===== config.mk =====
export PLATFORM = sky130hd
export DESIGN_NAME = coh_snoop_hub
export DESIGN_NICKNAME = d
export VERILOG_FILES = /design/src/rtl/coh_snoop_hub.sv
export SDC_FILE = /design/constraint.sdc
export NUM_CORES = 1
export LEC_CHECK = 0
export ABC_AREA = 1
export CORE_MARGIN = 2
export CORE_UTILIZATION = 49
export DETAILED_ROUTE_END_ITERATION = 8
export PLACE_DENSITY = 0.8
export SYNTH_ARGS = -nofsm -noshare
export SYNTH_HDL_FRONTEND = slang
export SYNTH_SLANG_ARGS = --single-unit

===== constraint.sdc =====
create_clock -name clk -period 1.75 [get_ports clk]
set_input_delay 0.35 -clock clk [delete_from_list [all_inputs] [get_ports clk]]
set_output_delay 0.35 -clock clk [all_outputs]
set_load 0.03 [all_outputs]

===== src/rtl/coh_snoop_hub.sv =====
// Coherence snoop hub: broadcasts each initiator request to NPORT peers, merges their MESI and returns one grant.
// Latency: request at t -> snoop at t+1 -> grant one cycle after the last peer answers (min 3). One pending slot; overflow drops and sets err.
module coh_snoop_hub #(
   parameter int NPORT = 2,
   parameter int TMO   = 1023
) (
   input  logic                 clk,
   input  logic                 rst,
   input  logic                 i_coh_lock,
   input  logic [7:0]           i_coh_rqst,
   input  logic [7:0]           i_coh_trsc,
   input  logic [63:0]          i_coh_addr,
   output logic [7:0]           i_coh_resp,
   output logic [7:0]           i_coh_mesi,
   output logic                 i_coh_plock,
   output logic [8*NPORT-1:0]   p_coh_rqst,
   output logic [7:0]           p_coh_trsc,
   output logic [63:0]          p_coh_addr,
   output logic                 p_coh_lock,
   input  logic [8*NPORT-1:0]   p_coh_resp,
   input  logic [8*NPORT-1:0]   p_coh_mesi,
   output logic                 err
);

   localparam int CW = (TMO > 1) ? $clog2(TMO + 1) : 1;

   typedef enum logic [1:0] {S_IDLE, S_SNOOP, S_WAIT, S_GRANT} state_t;

   state_t            state, state_nxt;
   logic [7:0]        cur_id, cur_id_nxt;
   logic [7:0]        cur_trsc, cur_trsc_nxt;
   logic [63:0]       cur_addr, cur_addr_nxt;
   logic              pnd_vld, pnd_vld_nxt;
   logic [7:0]        pnd_id, pnd_id_nxt;
   logic [7:0]        pnd_trsc, pnd_trsc_nxt;
   logic [63:0]       pnd_addr, pnd_addr_nxt;
   logic [NPORT-1:0]  done, done_nxt;
   logic [NPORT-1:0]  hit;
   logic [7:0]        hit_mesi;
   logic [7:0]        mesi, mesi_nxt;
   logic [CW-1:0]     cnt, cnt_nxt;
   logic              err_q, err_nxt;
   logic              new_req;

   assign new_req = |i_coh_rqst;

   // A peer counts as done only when it echoes the id of the request in flight.
   always_comb begin
      hit      = '0;
      hit_mesi = 8'd0;
      for (int k = 0; k < NPORT; k++) begin
         hit[k] = (p_coh_resp[8*k +: 8] == cur_id);
         if (hit[k]) hit_mesi = hit_mesi | p_coh_mesi[8*k +: 8];
      end
   end

   always_ff @(posedge clk) begin
      if (rst) begin
         state    <= S_IDLE;
         cur_id   <= 8'd0;
         cur_trsc <= 8'd0;
         cur_addr <= 64'd0;
         pnd_vld  <= 1'b0;
         pnd_id   <= 8'd0;
         pnd_trsc <= 8'd0;
         pnd_addr <= 64'd0;
         done     <= '0;
         mesi     <= 8'd0;
         cnt      <= '0;
         err_q    <= 1'b0;
      end else begin
         state    <= state_nxt;
         cur_id   <= cur_id_nxt;
         cur_trsc <= cur_trsc_nxt;
         cur_addr <= cur_addr_nxt;
         pnd_vld  <= pnd_vld_nxt;
         pnd_id   <= pnd_id_nxt;
         pnd_trsc <= pnd_trsc_nxt;
         pnd_addr <= pnd_addr_nxt;
         done     <= done_nxt;
         mesi     <= mesi_nxt;
         cnt      <= cnt_nxt;
         err_q    <= err_nxt;
      end
   end

   always_comb begin
      state_nxt    = state;
      cur_id_nxt   = cur_id;
      cur_trsc_nxt = cur_trsc;
      cur_addr_nxt = cur_addr;
      pnd_vld_nxt  = pnd_vld;
      pnd_id_nxt   = pnd_id;
      pnd_trsc_nxt = pnd_trsc;
      pnd_addr_nxt = pnd_addr;
      done_nxt     = done;
      mesi_nxt     = mesi;
      cnt_nxt      = cnt;
      err_nxt      = err_q;

      case (state)
         S_IDLE: begin
            if (pnd_vld) begin
               cur_id_nxt   = pnd_id;
               cur_trsc_nxt = pnd_trsc;
               cur_addr_nxt = pnd_addr;
               pnd_vld_nxt  = 1'b0;
               state_nxt    = S_SNOOP;
            end else if (new_req) begin
               cur_id_nxt   = i_coh_rqst;
               cur_trsc_nxt = i_coh_trsc;
               cur_addr_nxt = i_coh_addr;
               state_nxt    = S_SNOOP;
            end
         end
         S_SNOOP: begin
            done_nxt  = '0;
            mesi_nxt  = 8'd0;
            cnt_nxt   = '0;
            state_nxt = S_WAIT;
         end
         S_WAIT: begin
            done_nxt = done | hit;
            mesi_nxt = mesi | hit_mesi;
            cnt_nxt  = cnt + CW'(1);
            if (&done_nxt) begin
               state_nxt = S_GRANT;
            end else if ((TMO != 0) && (cnt_nxt == CW'(TMO))) begin
               err_nxt   = 1'b1;
               state_nxt = S_GRANT;
            end
         end
         S_GRANT: state_nxt = S_IDLE;
         default: state_nxt = S_IDLE;
      endcase

      // A request not taken directly by an idle FSM goes to the slot; in IDLE the slot is drained this cycle.
      if (new_req && !(state == S_IDLE && !pnd_vld)) begin
         if (state != S_IDLE && pnd_vld) begin
            err_nxt = 1'b1;
         end else begin
            pnd_vld_nxt  = 1'b1;
            pnd_id_nxt   = i_coh_rqst;
            pnd_trsc_nxt = i_coh_trsc;
            pnd_addr_nxt = i_coh_addr;
         end
      end
   end

   assign i_coh_resp  = (state == S_GRANT) ? cur_id : 8'd0;
   assign i_coh_mesi  = (state == S_GRANT) ? mesi : 8'd0;
   assign i_coh_plock = 1'b0;
   assign p_coh_rqst  = (state == S_SNOOP) ? {NPORT{cur_id}} : '0;
   assign p_coh_trsc  = (state != S_IDLE) ? cur_trsc : 8'd0;
   assign p_coh_addr  = (state != S_IDLE) ? cur_addr : 64'd0;
   assign p_coh_lock  = i_coh_lock;
   assign err         = err_q;

endmodule


Yosys cells after proc, flatten, opt, wreduce, memory -nomap -nowiden
Index checks and enable logic that the tools add are counted.

Bits in latches: 0. Bits in writable memories: 0. Memory bits (read-only): 0. Input port bits: 115. Output and inout port bits: 107. Logic and storage cells: 68. Memories: 0. Register bits after elaboration: 184.

Equal/unequal tests: 8. Bitwise operators: 4. Muxes and demuxes: 29. Shift-type cells: 0. $add $sub $neg: 1. Reduce and logical (&&, ||, !) cells: 14. Order comparisons: 0. Divide/modulo/power cells: 0. $mul: 0.

Operator list (count): 2-to-1 mux 64 bit (3); 2-to-1 mux 8 bit (9); one-hot mux 10 bit (2 select lines) (1); equality test 8 bit (2); 2-to-1 mux 16 bit (1); bitwise OR 8 bit (2); one-hot mux 8 bit (2 select lines) (1); adder 10 x 1 -> 10 bit, second input constant (1); equality test 10 bit, second input constant (1); 2-to-1 mux 1 bit (8); 2-to-1 mux 2 bit (4); one-hot mux 2 bit (4 select lines) (1); AND reduction 2 bit (4); OR reduction 8 bit (1); inequality test 3 bit, second input constant (2); nonzero test 2 bit (3); equality test 2 bit, second input constant (2); one-hot mux 2 bit (2 select lines) (1); logical AND 1 bit (3); equality test 2 x 1 -> 1 bit, second input constant (1); logical NOT 1 bit (2); logical NOT 2 bit (1); bitwise OR 2 bit (1); NOT 1 bit (1).

Depth between registers and ports, before layout
Depth after elaboration: 7. Gate-level depth with buffers: 13. Gate-level depth less buffers: 13.

Least setup slack after synthesis
No wires, ideal clock.

Path type: reg2out. Start: register state[0]. End: output port p_coh_addr[0]. Cell stages (with the launch flop): 6. Data required time: 1.400 ns. Path slack: -0.074 ns. Buffers on the path: 2. Arrival time: 1.474 ns. Path through: dfxtp_1 -> inv_1 -> ha_1 -> clkbuf_1 -> clkbuf_1 -> nor2_1.

Longest elaborated chain between the ends: 2.

Ends and longest elaborated chain: start, declared (RTL line 29) `state_t state, state_nxt;`; start signal, assigned (RTL line 72) `state <= state_nxt;`; nonzero test 2 bit (RTL line 155) `assign p_coh_addr = (state != S_IDLE) ? cur_addr : 64'd0;`; 2-to-1 mux 64 bit (RTL line 155); end, declared (RTL line 18) `output logic [63:0] p_coh_addr,`.

Every way passes these cells.

Worst setup path after layout
Start: register state[1]. End: output port p_coh_trsc[3].

Longest elaborated chain between the ends: 2.

Ends and longest elaborated chain: nonzero test 2 bit (RTL line 154) `assign p_coh_trsc = (state != S_IDLE) ? cur_trsc : 8'd0;`; 2-to-1 mux 8 bit (RTL line 154); end, declared (RTL line 17) `output logic [7:0] p_coh_trsc,`.

Every way passes these cells.

==> results.toml <==
[timing]
slew_violations = 0
setup_viol = 104
finalCritPeriodShare_pct = 109
skew_ns = 0.0117
timing_hold_violations_final = 0
setup_tns_ns = -11.00
worst_slack_ns = -0.155
period_needed_ns = 1.91
fmax_mhz = 525
rsz0062_at_grt = "true"

[synth]
async_reset_ff_share_pct = 0
synth-edff-count = 0
synth.top_cells.by_count = "228 x o21ai_0, 200 x inv_1, 192 x nand2_1"
synth_flop_cell = "dfxtp_1"
netlist_instances = 1232
synth_nets = 1353
yosys.area.top_type = "dfxtp_1"
ys_types = 28
synthTopCellsByArea = "dfxtp_1 43%, o21ai_0 13%, a21oi_1 10%"
synth.top_cell.area_share_pct = 43.4
syn_avg_cell_area_um2 = 6.89
syn_area_mm2 = 0.00849
yosysMostFrequentCell = "o21ai_0"
ys_seq_area_share_pct = 43.4
yosysWarnings = 0
synth-seq-cells = 184

[critical_path]
r2r-start = "state[1]$_SDFFE_PP0P_"
worstReg2RegEnd = "pnd_addr[10]$_SDFFE_PP0P_"
critPathCaptureType = "output pin"
reg2reg_depth = 9
crit_chain = "inv_2 > ha_4 > buf_12 > buf_16 > nor2_4 > buf_6"
critical_path_buf_inv_count = 4
cpLargestDelayFamily = "buffers and inverters"
path_class = "reg -> out"
startpoint = "state[1]$_SDFFE_PP0P_"
cp.required_ns = 1.40
cp.arrival_ns = 1.56
slowest_stage = "dfxtp_2"
cp-start-kind = "register"
max_stage_delay_ns = 0.34
crit_fanout = 8
r2r_setup_slack_ns = 0.03

[cts]
cts_buffer_depth = 2
cts_inserted_buffers = 17
cts_sinks = 184
cts_tree = "yes"
cts.reportedPaths.clkPinSlew_ns = 0.06
root_buffer = "clkbuf_16"
clock_latency_ns = 0.43
htreeDepth = 4

[worst_hold_path]
min_path_cells = 4
hold_path.class = "in -> reg"
min_to = "cur_id[4]$_SDFFE_PP0P_"
holdCritStartpoint = "i_coh_rqst[4]"

[finish]
nets = 1559
post_route_cells_drive_above_1_share_pct = 19.9
area.growth.synth_to_final_pct = 47.0
n_antenna_cell = 0
final_area_mm2 = 0.0125
fillers = 1297

[routing]
via_count = 8789
avgViaCountPerCell = 5.25
drt-total-wl_um = 26100
final_antenna_net_count = 0
drc_errors = 0
wire_per_inst_um = 15.6
drt_iter0_drc = 677
drt-pass1-iter-count = 5

[global_routing]
gr-total-overflow = 0
antenna_found_initial = 0
grt_usage_pct = 27.5
grt_pass1_vias = 8147
grt_max_degree = 89
grt_first_pass_wirelength_um = 40100

[die]
num_rows = 48
num_io_pins = 222
core_region_area_mm2 = 0.0171
die-area_mm2 = 0.0184
die_y_um = 136
initial_core_util_pct = 49.6
die_w_um = 136

[flow_run]
cap_violations = 0

[place]
io_buffers = 218
hpwlAfterDp_um = 14800
dpl_cell_area_mm2 = 0.0108
place_congestion = 0.854

[power_and_ir_drop]
powerDensity_mw_per_mm2 = 1910
switching_share_pct = 41.9
p_sw_mw = 9.99
leakage_nw = 5.38
vdd_drop_max_v = 0.00120
combinationalPowerShare_pct = 54.3
pwr-share-clk_pct = 16.9
p_int_mw = 13.8
p_seq_share_pct = 28.7

[status]
status = "finished, violations left"
violations = "negative setup slack"
## per-layer routing
metal,vias up,wire [µm],global-route usage [%]
li1,4322,-,-
met1,3977,10200,33.1
met2,401,12700,46.2
met3,89,2260,6.32
met4,0,965,13.4
met5,-,0,0
## how the worst max path moves through the flow
stage	cells past startpoint	slack [ns]	end
after floorplan	5	-0.07	p_coh_addr[0]
after global placement	10	-0.46	cur_addr[8]$_SDFFE_PP0P_
after detailed placement	10	-0.56	cur_addr[0]$_SDFFE_PP0P_
after CTS	5	-0.16	p_coh_addr[51]
after global routing	5	-0.21	p_coh_addr[52]
final	6	-0.16	p_coh_trsc[3]
## worst min-delay path, stage by stage
cell	delay [ns]
dlymetal6s2s_1	0.14
buf_4	0.14
nand2_1	0.06
a31oi_1	0.07
## power groups by stage
stage                     clock network (mW)  registers (mW)  logic, mW
after global placement                     0            6.77       9.63
after floorplan                            0            6.67       6.73
final                                   4.04            6.85       13.0
after CTS                               4.05            6.80       12.5
after detailed placement                   0            6.86       9.84
after global routing                    4.23            7.00       14.0
## cells by family (layout without fill, tap and decap cells)
group                    count (synthesis)  after routing  synth area share (%)
AO/OA/AOI/OAI                          419            419                  24.9
AND/OR/NAND/NOR                        311            311                  14.3
buffers and inverters                  294            511                  14.8
flip-flops                             184            184                  43.4
XOR/XNOR                                17             17                  1.75
adder cells (fa/ha/maj)                  6              6                 0.884
other                                    1              1                0.0442
## placed cells by master (no fill, tap or decap), drive strengths merged
cell type      Yosys  final
o21ai            236    236
inv              201    200
nand2            192    192
dfxtp            184    184
a21oi            174    174
buf               46    162
clkdlybuf4s50      0    108
nor2              99     99
clkbuf            46     21
xnor2             16     16
nand3             14     14
a31oi              8      8
clkinv             1      8
ha                 6      6
bufinv             0      4
dlygate4sd2        0      3
dlymetal6s2s       0      3
nor4               2      2
nor3b              2      2
bufbuf             0      2
nor3               1      1
xor2               1      1
a2bb2oi            1      1
nand4              1      1
conb               1      1
## stage by stage
stage	cells	setup WS (ns)	util (%)	total power [mW]	hold slack, ns
6_report	1674	-0.155	72.9	23.8	0.386
5_1_grt	1674	-0.211	72.9	25.2	0.390
4_1_cts	1670	-0.161	71.7	23.4	0.443
3_5_place_dp	1624	-0.560	63.2	16.7	0.434
3_3_place_gp	1624	-0.458	63.2	16.4	0.430
2_1_floorplan	1232	-0.0736	-	13.4	0.419
## registers in the layout, indices dropped and copies added, names as in the netlist
signal and count:
cur_addr 64, pnd_addr 64, cnt 10, cur_id 8, cur_trsc 8, mesi 8, pnd_id 8, pnd_trsc 8
done 2, state 2, err 1, pnd_vld 1
## area by class of cell
cell class | count | area, µm² | share of cell area (%)
clock buffers | 21 | 460 | 3.69
repair buffers | 278 | 3180 | 25.5
repair inverters | 1 | 5.00 | 0.0401
well taps | 225 | 282 | 2.26
multi-input cells | 754 | 3940 | 31.6
clock inverters | 9 | 149 | 1.19
flip-flops and latches | 184 | 3690 | 29.6
inverters | 202 | 767 | 6.14
## repair_timing
item / in CTS / in global routing
cloned: 11 / 0
hold buffers: 0 / 0
resized for setup: 165 / 63
buffers inserted: 5 / 4
pin swaps: 28 / 8
setup endpoints to repair: 233 / 255
(Power assumes the default switching activity.)
